===== config.mk =====
export PLATFORM = sky130hd
export DESIGN_NAME = seq_shift_add_multiplier
export DESIGN_NICKNAME = d
export VERILOG_FILES = /design/src/rtl/mult_pkg.sv /design/src/rtl/mult_step.sv /design/src/rtl/seq_shift_add_multiplier.sv
export SDC_FILE = /design/constraint.sdc
export NUM_CORES = 1
export LEC_CHECK = 0
export CAP_MARGIN = 40
export CORE_UTILIZATION = 46
export DETAILED_ROUTE_END_ITERATION = 6
export PLACE_DENSITY = 0.73
export SYNTH_ARGS = -nofsm -noshare
export SYNTH_HDL_FRONTEND = slang
export SYNTH_SLANG_ARGS = --single-unit

===== constraint.sdc =====
create_clock -name clk -period 1.8 [get_ports clk]
set_clock_uncertainty 0.15 [all_clocks]
set_input_delay 0.36 -clock clk [delete_from_list [all_inputs] [get_ports clk]]
set_output_delay 0.36 -clock clk [all_outputs]
set_load 0.03 [all_outputs]

===== src/rtl/mult_pkg.sv =====
// Shared types and helpers for the iterative shift-add multiplier.
package mult_pkg;

    localparam int MULT_MAX_N = 32;

    typedef enum logic [1:0] {
        IDLE = 2'd0,
        CALC = 2'd1,
        DONE = 2'd2
    } mult_state_t;

    // Ceiling log2 usable in parameter expressions.
    function automatic int clog2(input int value);
        int r;
        int v;
        r = 0;
        v = value - 1;
        while (v > 0) begin
            r = r + 1;
            v = v >> 1;
        end
        return r;
    endfunction

endpackage


===== src/rtl/mult_step.sv =====
// One shift-add step: the high accumulator half plus the multiplicand when the
// current multiplier bit is set, producing an (N+1)-bit {carry,sum}.
module mult_step
    import mult_pkg::*;
#(
    parameter int N = 4
) (
    input  logic [N-1:0] acc_hi,
    input  logic [N-1:0] mcand,
    input  logic         mplier_lsb,
    output logic [N:0]   carry_sum
);

    // Conditional add of the multiplicand into the upper accumulator half.
    always_comb begin
        carry_sum = {1'b0, acc_hi};
        if (mplier_lsb) begin
            carry_sum = {1'b0, acc_hi} + {1'b0, mcand};
        end else begin
            carry_sum = {1'b0, acc_hi};
        end
    end

endmodule


===== src/rtl/seq_shift_add_multiplier.sv =====
// Iterative N-bit shift-add multiplier with valid/ready on both sides.
// Optional two's complement operands when SIGNED_MUL_EN is defined.
module seq_shift_add_multiplier
    import mult_pkg::*;
#(
    parameter int N     = 4,
    parameter int CNT_W = clog2(N + 1)
) (
    input  logic           clk,
    input  logic           rst_n,
    input  logic           in_valid,
    output logic           in_ready,
    input  logic [N-1:0]   a,
    input  logic [N-1:0]   b,
`ifdef SIGNED_MUL_EN
    input  logic           is_signed,
`endif
    output logic           out_valid,
    input  logic           out_ready,
    output logic [2*N-1:0] p,
    output logic           busy
);

    localparam int PW = 2 * N;
    localparam logic [CNT_W-1:0] LAST_CNT = CNT_W'(N - 1);

    if (N < 2 || N > MULT_MAX_N) begin : g_bad_n
        $error("seq_shift_add_multiplier: N out of range");
    end

    mult_state_t    state_q,     state_d;
    logic [N-1:0]   acc_q,       acc_d;
    logic [N-1:0]   mcand_q,     mcand_d;
    logic [N-1:0]   mplier_q,    mplier_d;
    logic [CNT_W-1:0] cnt_q,     cnt_d;
    logic           in_ready_q,  in_ready_d;
    logic           out_valid_q, out_valid_d;
    logic           busy_q,      busy_d;
    logic           sign_q,      sign_d;

    logic [N:0]     step_s;
    logic [PW-1:0]  prod_s;
    logic [PW-1:0]  res_s;
    logic [N-1:0]   a_mag_s;
    logic [N-1:0]   b_mag_s;
    logic           sign_in_s;

    mult_step #(.N(N)) u_step (
        .acc_hi     (acc_q),
        .mcand      (mcand_q),
        .mplier_lsb (mplier_q[0]),
        .carry_sum  (step_s)
    );

    // Operand magnitudes and product sign; in unsigned builds operands pass through.
    always_comb begin
`ifdef SIGNED_MUL_EN
        a_mag_s   = (is_signed && a[N-1]) ? (~a + N'(1)) : a;
        b_mag_s   = (is_signed && b[N-1]) ? (~b + N'(1)) : b;
        sign_in_s = is_signed && (a[N-1] ^ b[N-1]);
`else
        a_mag_s   = a;
        b_mag_s   = b;
        sign_in_s = 1'b0;
`endif
    end

    // Shifted {acc,mplier} after this step, negated on the final step if the sign flag is set.
    always_comb begin
        prod_s = {step_s, mplier_q[N-1:1]};
`ifdef SIGNED_MUL_EN
        if (sign_q) begin
            res_s = ~prod_s + PW'(1);
        end else begin
            res_s = prod_s;
        end
`else
        res_s = prod_s;
`endif
    end

    // Next-state logic for the FSM, datapath registers and handshake outputs.
    always_comb begin
        state_d     = state_q;
        acc_d       = acc_q;
        mcand_d     = mcand_q;
        mplier_d    = mplier_q;
        cnt_d       = cnt_q;
        in_ready_d  = in_ready_q;
        out_valid_d = out_valid_q;
        busy_d      = busy_q;
        sign_d      = sign_q;
        case (state_q)
            IDLE: begin
                if (in_valid && in_ready_q) begin
                    mcand_d    = a_mag_s;
                    mplier_d   = b_mag_s;
                    sign_d     = sign_in_s;
                    acc_d      = {N{1'b0}};
                    cnt_d      = {CNT_W{1'b0}};
                    state_d    = CALC;
                    in_ready_d = 1'b0;
                    busy_d     = 1'b1;
                end else begin
                    in_ready_d = 1'b1;
                end
            end
            CALC: begin
                cnt_d = cnt_q + CNT_W'(1);
                if (cnt_q == LAST_CNT) begin
                    {acc_d, mplier_d} = res_s;
                    state_d           = DONE;
                    out_valid_d       = 1'b1;
                end else begin
                    {acc_d, mplier_d} = prod_s;
                end
            end
            DONE: begin
                if (out_ready) begin
                    state_d     = IDLE;
                    out_valid_d = 1'b0;
                    in_ready_d  = 1'b1;
                    busy_d      = 1'b0;
                end else begin
                    out_valid_d = 1'b1;
                end
            end
            default: begin
                state_d     = IDLE;
                in_ready_d  = 1'b1;
                out_valid_d = 1'b0;
                busy_d      = 1'b0;
            end
        endcase
    end

    // State registers; reset abandons any product in flight.
    always_ff @(posedge clk or negedge rst_n) begin
        if (!rst_n) begin
            state_q     <= IDLE;
            acc_q       <= {N{1'b0}};
            mcand_q     <= {N{1'b0}};
            mplier_q    <= {N{1'b0}};
            cnt_q       <= {CNT_W{1'b0}};
            in_ready_q  <= 1'b1;
            out_valid_q <= 1'b0;
            busy_q      <= 1'b0;
            sign_q      <= 1'b0;
        end else begin
            state_q     <= state_d;
            acc_q       <= acc_d;
            mcand_q     <= mcand_d;
            mplier_q    <= mplier_d;
            cnt_q       <= cnt_d;
            in_ready_q  <= in_ready_d;
            out_valid_q <= out_valid_d;
            busy_q      <= busy_d;
            sign_q      <= sign_d;
        end
    end

    assign in_ready  = in_ready_q;
    assign out_valid = out_valid_q;
    assign busy      = busy_q;
    assign p         = {acc_q, mplier_q};

endmodule

==> flow_summary.toml, run 1 <==
[setup_path]
crit_arrival_ns = 1.24
worstSetupStartpoint = "in_ready"
reg2reg_depth = 5
timing.rr.start = "acc_q[0]"
slowest_delay_ns = 0.58
required_ns = 1.29
crit_path_top_delay_cell = "dfstp_2"
count_of_buffer_and_inverter_cells_on_the_critical_path = 1
path_depth = 1
crit_path_cell_chain = "clkdlybuf4s15_1"
critPathCapture = "in_ready"
ff2ff_setup_slack_ns = 0.09
startpoint_type = "flip-flop"
worstSetupPathType = "reg2out"
path_max_fanout = 4
worstSetupEndpointType = "output port"
critical-path-top-delay-family = "flip-flops"
timing.rr.end = "acc_q[0]"

[global_routing]
grt_usage_pct = 19.6
grt_util_met2_pct = 33.1
number_of_antenna_violations_at_the_first_check_in_global_routing = 0
gr-usage-met3_pct = 3.57
global_route_wire_length_before_repair_mm = 3.68
first_global_vias = 828
gr-usage-met1_pct = 24.1
maximum_number_of_pins_on_one_net_before_global_route_repair = 21
grt-busiest-layer = "met2"
gr-total-overflow = 0

[cells_and_area]
fin_nets = 157
multi_input_comb_area_um2 = 564
fillCellCount = 220
layout.area.seq_um2 = 502
drive_above_1_share_pct = 14.9
areaGrowthSynthToFinish_pct = 27.8
final_core_utilization_pct = 63.3
number_of_inserted_diodes = 0

[yosys]
synthSimpleGateAreaFrac_pct = 10.5
compound_gate_fraction_of_synth_area_pct = 15.9
synth_top_area_share_pct = 42.6
synth_top_flop_cell = "dfrtp_1"
number_of_distinct_standard_cells_referenced_by_the_synthesized_netlist = 33
register_bit_total_from_synthesis = 20
synth_mux_area_share_pct = 9.53
synth_edf_count = 0
post_synth_instance_area_um2 = 1120
synth_sequential_area_ratio_pct = 45.0
yosysWarnings = 0
netlist_instances = 106
synth_top_family_by_area = "compound AO/OA/AOI/OAI gates"
avgSynthCellArea_um2 = 10.5
async_flop_share_pct = 100
synth_area_leaders = "dfrtp_1, ha_1, mux2_2"
syn_nets = 128
synth_top_cell_by_area = "dfrtp_1"
synth_adder_area_share_pct = 11.9
synth_xor_xnor_area_share_pct = 1.57

[timing]
finalHoldWorstSlack_ns = 0.239
max_slew_margin_pct = 80.0
period_minus_slack_ns = 1.75
hold_viol = 0
setup_ws_post_layout_ns = 0.0467
final.period_utilization_pct = 97.4
worst_slew_pin_slew_ns = 0.301
finalMaxSlewViolations = 0
post_route_setup_tns_ns = 0
rsz0062_at_grt = "false"
final-setup-viol-count = 0
max_freq_ghz = 0.570

[routing]
totalWireLength_mm = 2.15
detail_route.vias_per_cell = 5.16
vias = 836
drt_first_iter_violations = 9
post_route_drc_violation_count = 0
avgRoutedWirePerCell_um = 13.2
first_pass_iters = 3
drtAntennaViolNets = 0

[run_status]
status = "finished, final reports clean"

[die]
floorplan.rows = 17
floorplan.core_area_um2 = 2250
die_h_um = 51.3
initial_utilization_pct = 49.5
pin_count = 23
dieArea_um2 = 2630
die-width_um = 51.3

[pwr]
power_spent_charging_and_discharging_nets_uw = 1140
fin_total_pwr_uw = 2620
p_clk_share_pct = 8.5
power.sequential.fraction_pct = 30.2
p_int_uw = 1470
power.static_leakage_uw = 0.000709
p_per_area_nw_per_um2 = 1840
p_comb_share_pct = 61.3
max-vdd-ir-drop_mv = 0.962
swShare_pct = 43.7

[clocking]
h-tree-depth = 1
clk_latency_ns = 0.30
clockBufferDepth = 2
clock_tree_from_tritoncts = "yes"
cts-root-buf = "clkbuf_4"
tritoncts.num_buffers = 3
cts.sink_count = 20
clkSlewWorstSetupHoldPaths_ns = 0.11

[job]
maxCapViolations = 0

[placement]
place_hpwl_mm = 1.64
buffers_on_ports = 22
routabilityCongestion = 0.871
pre_cts_ws_ns = 0.0793

[worst_hold_path]
min-delay-path-class = "in2async"
placed cells by master (no fill, tap or decap), drive strengths merged, types with 2 or more instances in the layout:
master / synthesis / final
dfrtp: 19 / 19
nand2: 13 / 13
clkdlybuf4s50: 0 / 11
o21ai: 11 / 11
dlygate4sd2: 0 / 10
inv: 9 / 9
ha: 9 / 9
buf: 4 / 6
mux2i: 5 / 5
a21oi: 5 / 5
mux2: 5 / 5
nor2: 4 / 4
clkbuf: 0 / 4
nor2b: 3 / 3
a21o: 3 / 3
nand3: 2 / 2
kinds of logic after synthesis:
family                     count (synthesis)
adders and majority gates                 10
AOI/OAI and AO/OA                         26
DFF                                       20
buffers and inverters                     13
and+or+nand+nor                           25
xor gates and xnor gates                   2
muxes                                     10
per-stage QoR:
step | cell area [µm²] | std cells
final | 1430 | 162
after detailed placement | 1380 | 157
after global routing | 1430 | 162
after global placement | 1380 | 157
after CTS | 1390 | 161
after floorplan | 1120 | 106
synth_stat cells (all sizes together), types with 2 or more instances:
cell type	number
dfrtp	19
nand2	13
o21ai	11
ha	9
inv	9
a21oi	5
mux2	5
mux2i	5
buf	4
nor2	4
a21o	3
nor2b	3
nand3	2
worst min path at each step:
stage             endpoint  slack (ns)
2_1_floorplan     acc_q[0]       -0.09
3_3_place_gp          busy        0.31
3_5_place_dp          busy        0.32
4_1_cts        mplier_q[0]        0.24
5_1_grt        mplier_q[2]        0.26
6_report       mplier_q[2]        0.24
flip-flops by register name, summed over array words and instances, names as in the netlist:
signal and flops:
mplier_q 4, acc_q 4, cnt_q 3, busy 1
state_q 2, out_valid 1, in_ready 1, mcand_q 4
power by group through the flow:
stage	Sequential, µW	Clock, µW	Combinational (µW)
4_1_cts	793	235	1500
3_3_place_gp	792	0	1510
3_5_place_dp	805	0	1560
5_1_grt	819	243	1790
6_report	791	221	1610
2_1_floorplan	936	0	992
layer usage:
| layer | wire length [µm] | up-vias | part of all wire (%) |
|---|---|---|---|
| li1 | - | 426 | - |
| met5 | 0 | - | 0 |
| met1 | 1000 | 390 | 47 |
| met3 | 67 | 4 | 3.1 |
| met4 | 33 | 0 | 1.5 |
| met2 | 1040 | 16 | 49 |
final cells by class:
cell class                      instances  area share (%)
Clock buffer                            4            1.84
Inverter                                9            2.37
Timing Repair Buffer                   28            18.6
Tap cell                               28            2.46
Multi-Input combinational cell         73            39.6
Sequential cell                        20            35.2
repair_timing:
| item | in CTS | in global routing |
|---|---|---|
| hold buffers | 0 | 0 |
| buffers inserted | 0 | 1 |
| gates resized for setup | 11 | 3 |
| gates cloned | 0 | 0 |
| setup endpoints to repair | 11 | 13 |
| pin swaps | 0 | 1 |
Note: power is estimated with default switching activity, not from simulation.
==> run 2, diff against run 1 <==
CORE_UTILIZATION = 40   (was 46)
PLACE_DENSITY = not set   (was 0.73)
SETUP_SLACK_MARGIN = 0.05   (was not set)
clock period = 1.62 ns   (was 1.8 ns; I/O delays follow)
==> run 2 against run 1 <==
The run now ends with negative setup slack left; cell count up 6.2%; worst setup slack worse by 0.10 ns; via count up 4.1%; wire length up 12%; register-to-register slack worse by 0.15 ns; cell area up 9.9%; highest routed layer unchanged.
==> flow_summary.toml, run 2 (same netlist as run 1, synthesis figures left out) <==
[timing]
worst_slew_pin_slew_ns = 0.297
finalMaxSlewViolations = 0
hold_viol = 0
rsz0062_at_grt = "true"
finalHoldWorstSlack_ns = 0.188
final-setup-viol-count = 1
setup_ws_post_layout_ns = -0.0570
period_minus_slack_ns = 1.68
max_freq_ghz = 0.596
max_slew_margin_pct = 80.3
final.period_utilization_pct = 104

[job]
maxCapViolations = 0

[die]
floorplan.core_area_um2 = 2570
pin_count = 23
die_h_um = 54.8
initial_utilization_pct = 43.5
dieArea_um2 = 3010
floorplan.rows = 18
die-width_um = 54.8

[cells_and_area]
postLayoutCellArea_um2 = 1570
final_core_utilization_pct = 61.1
areaGrowthSynthToFinish_pct = 40.5
most-common-layout-cells = "dfrtp_1, nand2_1, buf_4"
layout_commonest_cell = "dfrtp_1"
fillCellCount = 213
drive_above_1_share_pct = 40.8
fin_nets = 165
top_regs = "acc_q: 4 flops, mcand_q: 4 flops, mplier_q: 4 flops"
number_of_inserted_diodes = 0

[placement]
detailed_place.area_um2 = 1420
routabilityCongestion = 0.679
buffers_on_ports = 22
pre_cts_ws_ns = -0.0528
place_hpwl_mm = 1.64

[global_routing]
number_of_antenna_violations_at_the_first_check_in_global_routing = 0
gr-total-overflow = 0
global_route_wire_length_before_repair_mm = 3.55
first_global_vias = 806
maximum_number_of_pins_on_one_net_before_global_route_repair = 21
grt_usage_pct = 17.0

[clocking]
clkSlewWorstSetupHoldPaths_ns = 0.12
holdBufCountCts = 0
tritoncts.num_buffers = 3
clockBufferDepth = 2
cts-root-buf = "clkbuf_4"
clock_tree_from_tritoncts = "yes"
cts.sink_count = 20
clk_latency_ns = 0.30
h-tree-depth = 1

[run_status]
failing_checks = "negative setup slack"
status = "finished with violations"

[routing]
first_pass_iters = 4
detail_route.vias_per_cell = 5.06
post_route_drc_violation_count = 0
totalWireLength_mm = 2.40
avgRoutedWirePerCell_um = 13.9
drtAntennaViolNets = 0
drt_first_iter_violations = 18
vias = 870

[setup_path]
required_ns = 1.71
crit_path_top_delay_cell = "dfrtp_2"
slowest_delay_ns = 0.46
reg2reg_depth = 5
crit_path_cell_chain = "ha_4, inv_2, fa_2, mux2_4, o21ai_2"
crit_arrival_ns = 1.77
startpoint_type = "flip-flop"
path_max_fanout = 2
timing.rr.end = "acc_q[0]"
timing.rr.start = "mcand_q[0]"
worstSetupEndpointType = "flip-flop"
ff2ff_setup_slack_ns = -0.06
worstSetupPathType = "reg2reg"

[worst_hold_path]
min-delay-path-class = "in2async"

[pwr]
max-vdd-ir-drop_mv = 1.19
fin_total_pwr_uw = 3270
p_per_area_nw_per_um2 = 2080
power.static_leakage_uw = 0.000728
-- run 2: per-layer routing --
metal	vias up	wire length [µm]	track usage (%)
met5	-	0	0
met2	17	1150	28.5
met1	404	1130	21.4
li1	445	-	-
met3	4	94	3.33
met4	0	21	5.98
-- run 2: worst max-delay path, delay by kind of cell, from the launching register on --
kind	cells	cell delay, ns
buf+inv	1	0.05
flops	1	0.46
mux	1	0.27
compound gates	1	0.10
fa+ha+maj	2	0.59
-- run 2: through the flow --
step,std cells,setup TNS [ns]
3_5_place_dp,162,-0.544
2_1_floorplan,106,-0.0822
4_1_cts,168,-0.0712
5_1_grt,172,-0.210
6_report,172,-0.0570
3_3_place_gp,162,-0.214
-- run 2: area by class of cell --
| cell class | count | area, µm² | area share, % |
|---|---|---|---|
| Inverter | 9 | 33.8 | 2.15 |
| Tap cell | 30 | 37.5 | 2.39 |
| Sequential cell | 20 | 505 | 32.2 |
| Timing Repair Buffer | 36 | 317 | 20.2 |
| Clock buffer | 4 | 26.3 | 1.68 |
| Multi-Input combinational cell | 73 | 648 | 41.3 |
-- run 2: report_power, final --
| part | switching (µW) | internal (µW) |
|---|---|---|
| Clock | 159 | 96.0 |
| Combinational | 1070 | 1020 |
| Sequential | 189 | 733 |
| Total | 1420 | 1850 |
-- run 2: worst max path at each step --
stage / startpoint / to / slack (ns) / depth (start not counted)
after floorplan: acc_q[0] / acc_q[0] / -0.07 / 5
after global placement: in_valid / busy / -0.04 / 5
after detailed placement: in_valid / acc_q[1] / -0.05 / 5
after CTS: mcand_q[0] / acc_q[0] / -0.04 / 5
after global routing: mcand_q[0] / acc_q[0] / -0.08 / 5
final: mcand_q[0] / acc_q[0] / -0.06 / 5
-- run 2: timing repair --
item | in CTS | in global routing
setup buffers | 2 | 4
hold endpoints to repair | 0 | 0
endpoints found under the setup margin | 29 | 17
pin swaps | 2 | 9
gates resized for setup | 26 | 29
==> run 3, diff against run 2 <==
SYNTH_HIERARCHICAL = 1   (was not set)
==> run 3 against run 2 <==
The run still ends with negative setup slack left; flip-flop and latch count is the same; first-iteration DRC count shrank 17%; sequential power grew 6.8%; critical endpoint is now acc_q[2].
==> flow_summary.toml, run 3 <==
[yosys]
number_of_distinct_standard_cells_referenced_by_the_synthesized_netlist = 34
avgSynthCellArea_um2 = 11.9
synth_top_cell_by_area = "dfrtp_1"
synth_top_flop_cell = "dfrtp_1"
syn_nets = 119
synth.most_common_cell = "dfrtp_1"
synth_top_area_share_pct = 41.0
synth_edf_count = 0
post_synth_instance_area_um2 = 1160
register_bit_total_from_synthesis = 20
netlist_instances = 97
yosysWarnings = 6
synth.cells.most_frequent = "dfrtp_1, mux2_2, ha_1"
async_flop_share_pct = 100
synth_sequential_area_ratio_pct = 43.3
synth_area_leaders = "dfrtp_1, mux2_2, ha_1"

[setup_path]
slowest_delay_ns = 0.47
path_max_fanout = 3
worstSetupEndpointType = "flip-flop"
crit_path_top_delay_cell = "or4_1"
timing.rr.end = "acc_q[2]"
reg2reg_depth = 5
ff2ff_setup_slack_ns = -0.26
critical-path-top-delay-family = "simple AND/OR/NAND/NOR gates"
count_of_buffer_and_inverter_cells_on_the_critical_path = 0
crit_path_cell_chain = "ha_4, a21oi_2, and4b_1, or4_1, a22o_1"
worstSetupPathType = "reg2reg"
timing.rr.start = "mcand_q[1]"
required_ns = 1.68
crit_arrival_ns = 1.94
startpoint_type = "flip-flop"

[routing]
detail_route.vias_per_cell = 5.27
drtAntennaViolNets = 0
avgRoutedWirePerCell_um = 15.4
drt_first_iter_violations = 15
vias = 949
first_pass_iters = 4
totalWireLength_mm = 2.77
post_route_drc_violation_count = 0

[global_routing]
maximum_number_of_pins_on_one_net_before_global_route_repair = 21
global_route_wire_length_before_repair_mm = 4.57
grt_usage_pct = 18.5
gr-total-overflow = 0
first_global_vias = 995
number_of_antenna_violations_at_the_first_check_in_global_routing = 0

[timing]
max_freq_ghz = 0.532
setup_ws_post_layout_ns = -0.261
period_minus_slack_ns = 1.88
hold_viol = 0
final-setup-viol-count = 7
max_slew_margin_pct = 80.4
worst_slew_pin_slew_ns = 0.292
post_route_setup_tns_ns = -0.691
finalMaxSlewViolations = 0
final.period_utilization_pct = 116
rsz0062_at_grt = "true"

[die]
die-width_um = 55.8
initial_utilization_pct = 42.0
floorplan.core_area_um2 = 2760
dieArea_um2 = 3120
floorplan.rows = 19
pin_count = 23
die_h_um = 55.8

[pwr]
max-vdd-ir-drop_mv = 1.86
p_per_area_nw_per_um2 = 2130
power.static_leakage_uw = 0.000851

[cells_and_area]
top_regs = "acc_q: 4 flops, mcand_q: 4 flops, mplier_q: 4 flops"
postLayoutCellArea_um2 = 1910
instances_no_fill = 180
layout_commonest_cell = "buf_4"
drive_above_1_share_pct = 62.4
areaGrowthSynthToFinish_pct = 65.2
fillCellCount = 213
most-common-layout-cells = "buf_4, dfrtp_1, mux2_4"
number_of_inserted_diodes = 0
fin_nets = 172

[placement]
detailed_place.area_um2 = 1620
buffers_on_ports = 22
routabilityCongestion = 0.749
placedCellCount = 165
pre_cts_ws_ns = -0.264
place_hpwl_mm = 1.81

[clocking]
h-tree-depth = 1
clock_tree_from_tritoncts = "yes"
clockBufferDepth = 2
holdBufCountCts = 0
tritoncts.num_buffers = 3
cts-root-buf = "clkbuf_4"
cts.sink_count = 20
clkSlewWorstSetupHoldPaths_ns = 0.12
clk_latency_ns = 0.30

[worst_hold_path]
min-delay-path-class = "in2async"

[job]
maxCapViolations = 0

[run_status]
failing_checks = "negative setup slack"
status = "finished with violations"
## run 3: worst register-to-register path, delay by kind of cell, from the launching register on
kind | cells | cell delay (ns)
simple gates | 2 | 0.65
fa+ha+maj | 1 | 0.28
compound gates | 2 | 0.26
flops | 1 | 0.44
## run 3: repair_timing
action | in CTS | in global routing
resized for setup | 32 | 33
setup buffers | 9 | 3
pin swaps | 11 | 8
endpoints found under the setup margin | 20 | 27
## run 3: logic make-up (layout without fill, tap and decap cells)
| kind of cell | Yosys count | after routing | synth area share, % |
|---|---|---|---|
| and+or+nand+nor | 18 | 18 | 9.50 |
| muxes | 16 | 16 | 15.4 |
| adders and majority gates | 10 | 10 | 11.4 |
| xor gates and xnor gates | 1 | 1 | 0.756 |
| DFF | 20 | 20 | 43.3 |
| buffers and inverters | 10 | 62 | 4.00 |
| AOI/OAI and AO/OA | 22 | 22 | 15.6 |
## run 3: worst max-delay path by stage
stage	start	slack (ns)	endpoint	cells after the start
after floorplan	acc_q[1]	-0.31	acc_q[2]	5
after global placement	acc_q[1]	-0.24	acc_q[2]	5
after detailed placement	acc_q[1]	-0.26	acc_q[2]	5
after CTS	mcand_q[1]	-0.26	acc_q[2]	5
after global routing	mcand_q[1]	-0.31	acc_q[2]	5
final	mcand_q[1]	-0.26	acc_q[2]	5
## run 3: stage by stage
| stage | hold WS, ns | power [µW] | utilization (%) |
|---|---|---|---|
| floorplan | -0.122 | 2400 | - |
| global placement | 0.321 | 3060 | 58.7 |
| detailed placement | 0.335 | 3100 | 58.7 |
| global route | 0.221 | 4350 | 69.4 |
| finish | 0.201 | 4090 | 69.4 |
| CTS | 0.211 | 3800 | 65.5 |
## run 3: layer usage
metal	up-vias	GRT usage [%]	share of wire [%]
met5	-	0	0
met3	4	2.33	3.5
met4	0	5.23	0.90
met1	465	25.4	45
li1	459	-	-
met2	21	30.8	50
## run 3: cell type report
type / instances / area, µm² / area share, %
Tap cell: 31 / 38.8 / 2.03
Multi-Input combinational cell: 67 / 846 / 44.2
Sequential cell: 20 / 508 / 26.5
Inverter: 8 / 35.0 / 1.83
Timing Repair Buffer: 50 / 450 / 23.5
Clock buffer: 4 / 36.3 / 1.90
## run 3: where the power goes
| part | total, µW | switching, µW | internal [µW] | leakage [µW] |
|---|---|---|---|---|
| Clock | 298 | 161 | 137 | 0.0000210 |
| Combinational | 2800 | 1220 | 1580 | 0.000588 |
| Sequential | 985 | 244 | 741 | 0.000242 |
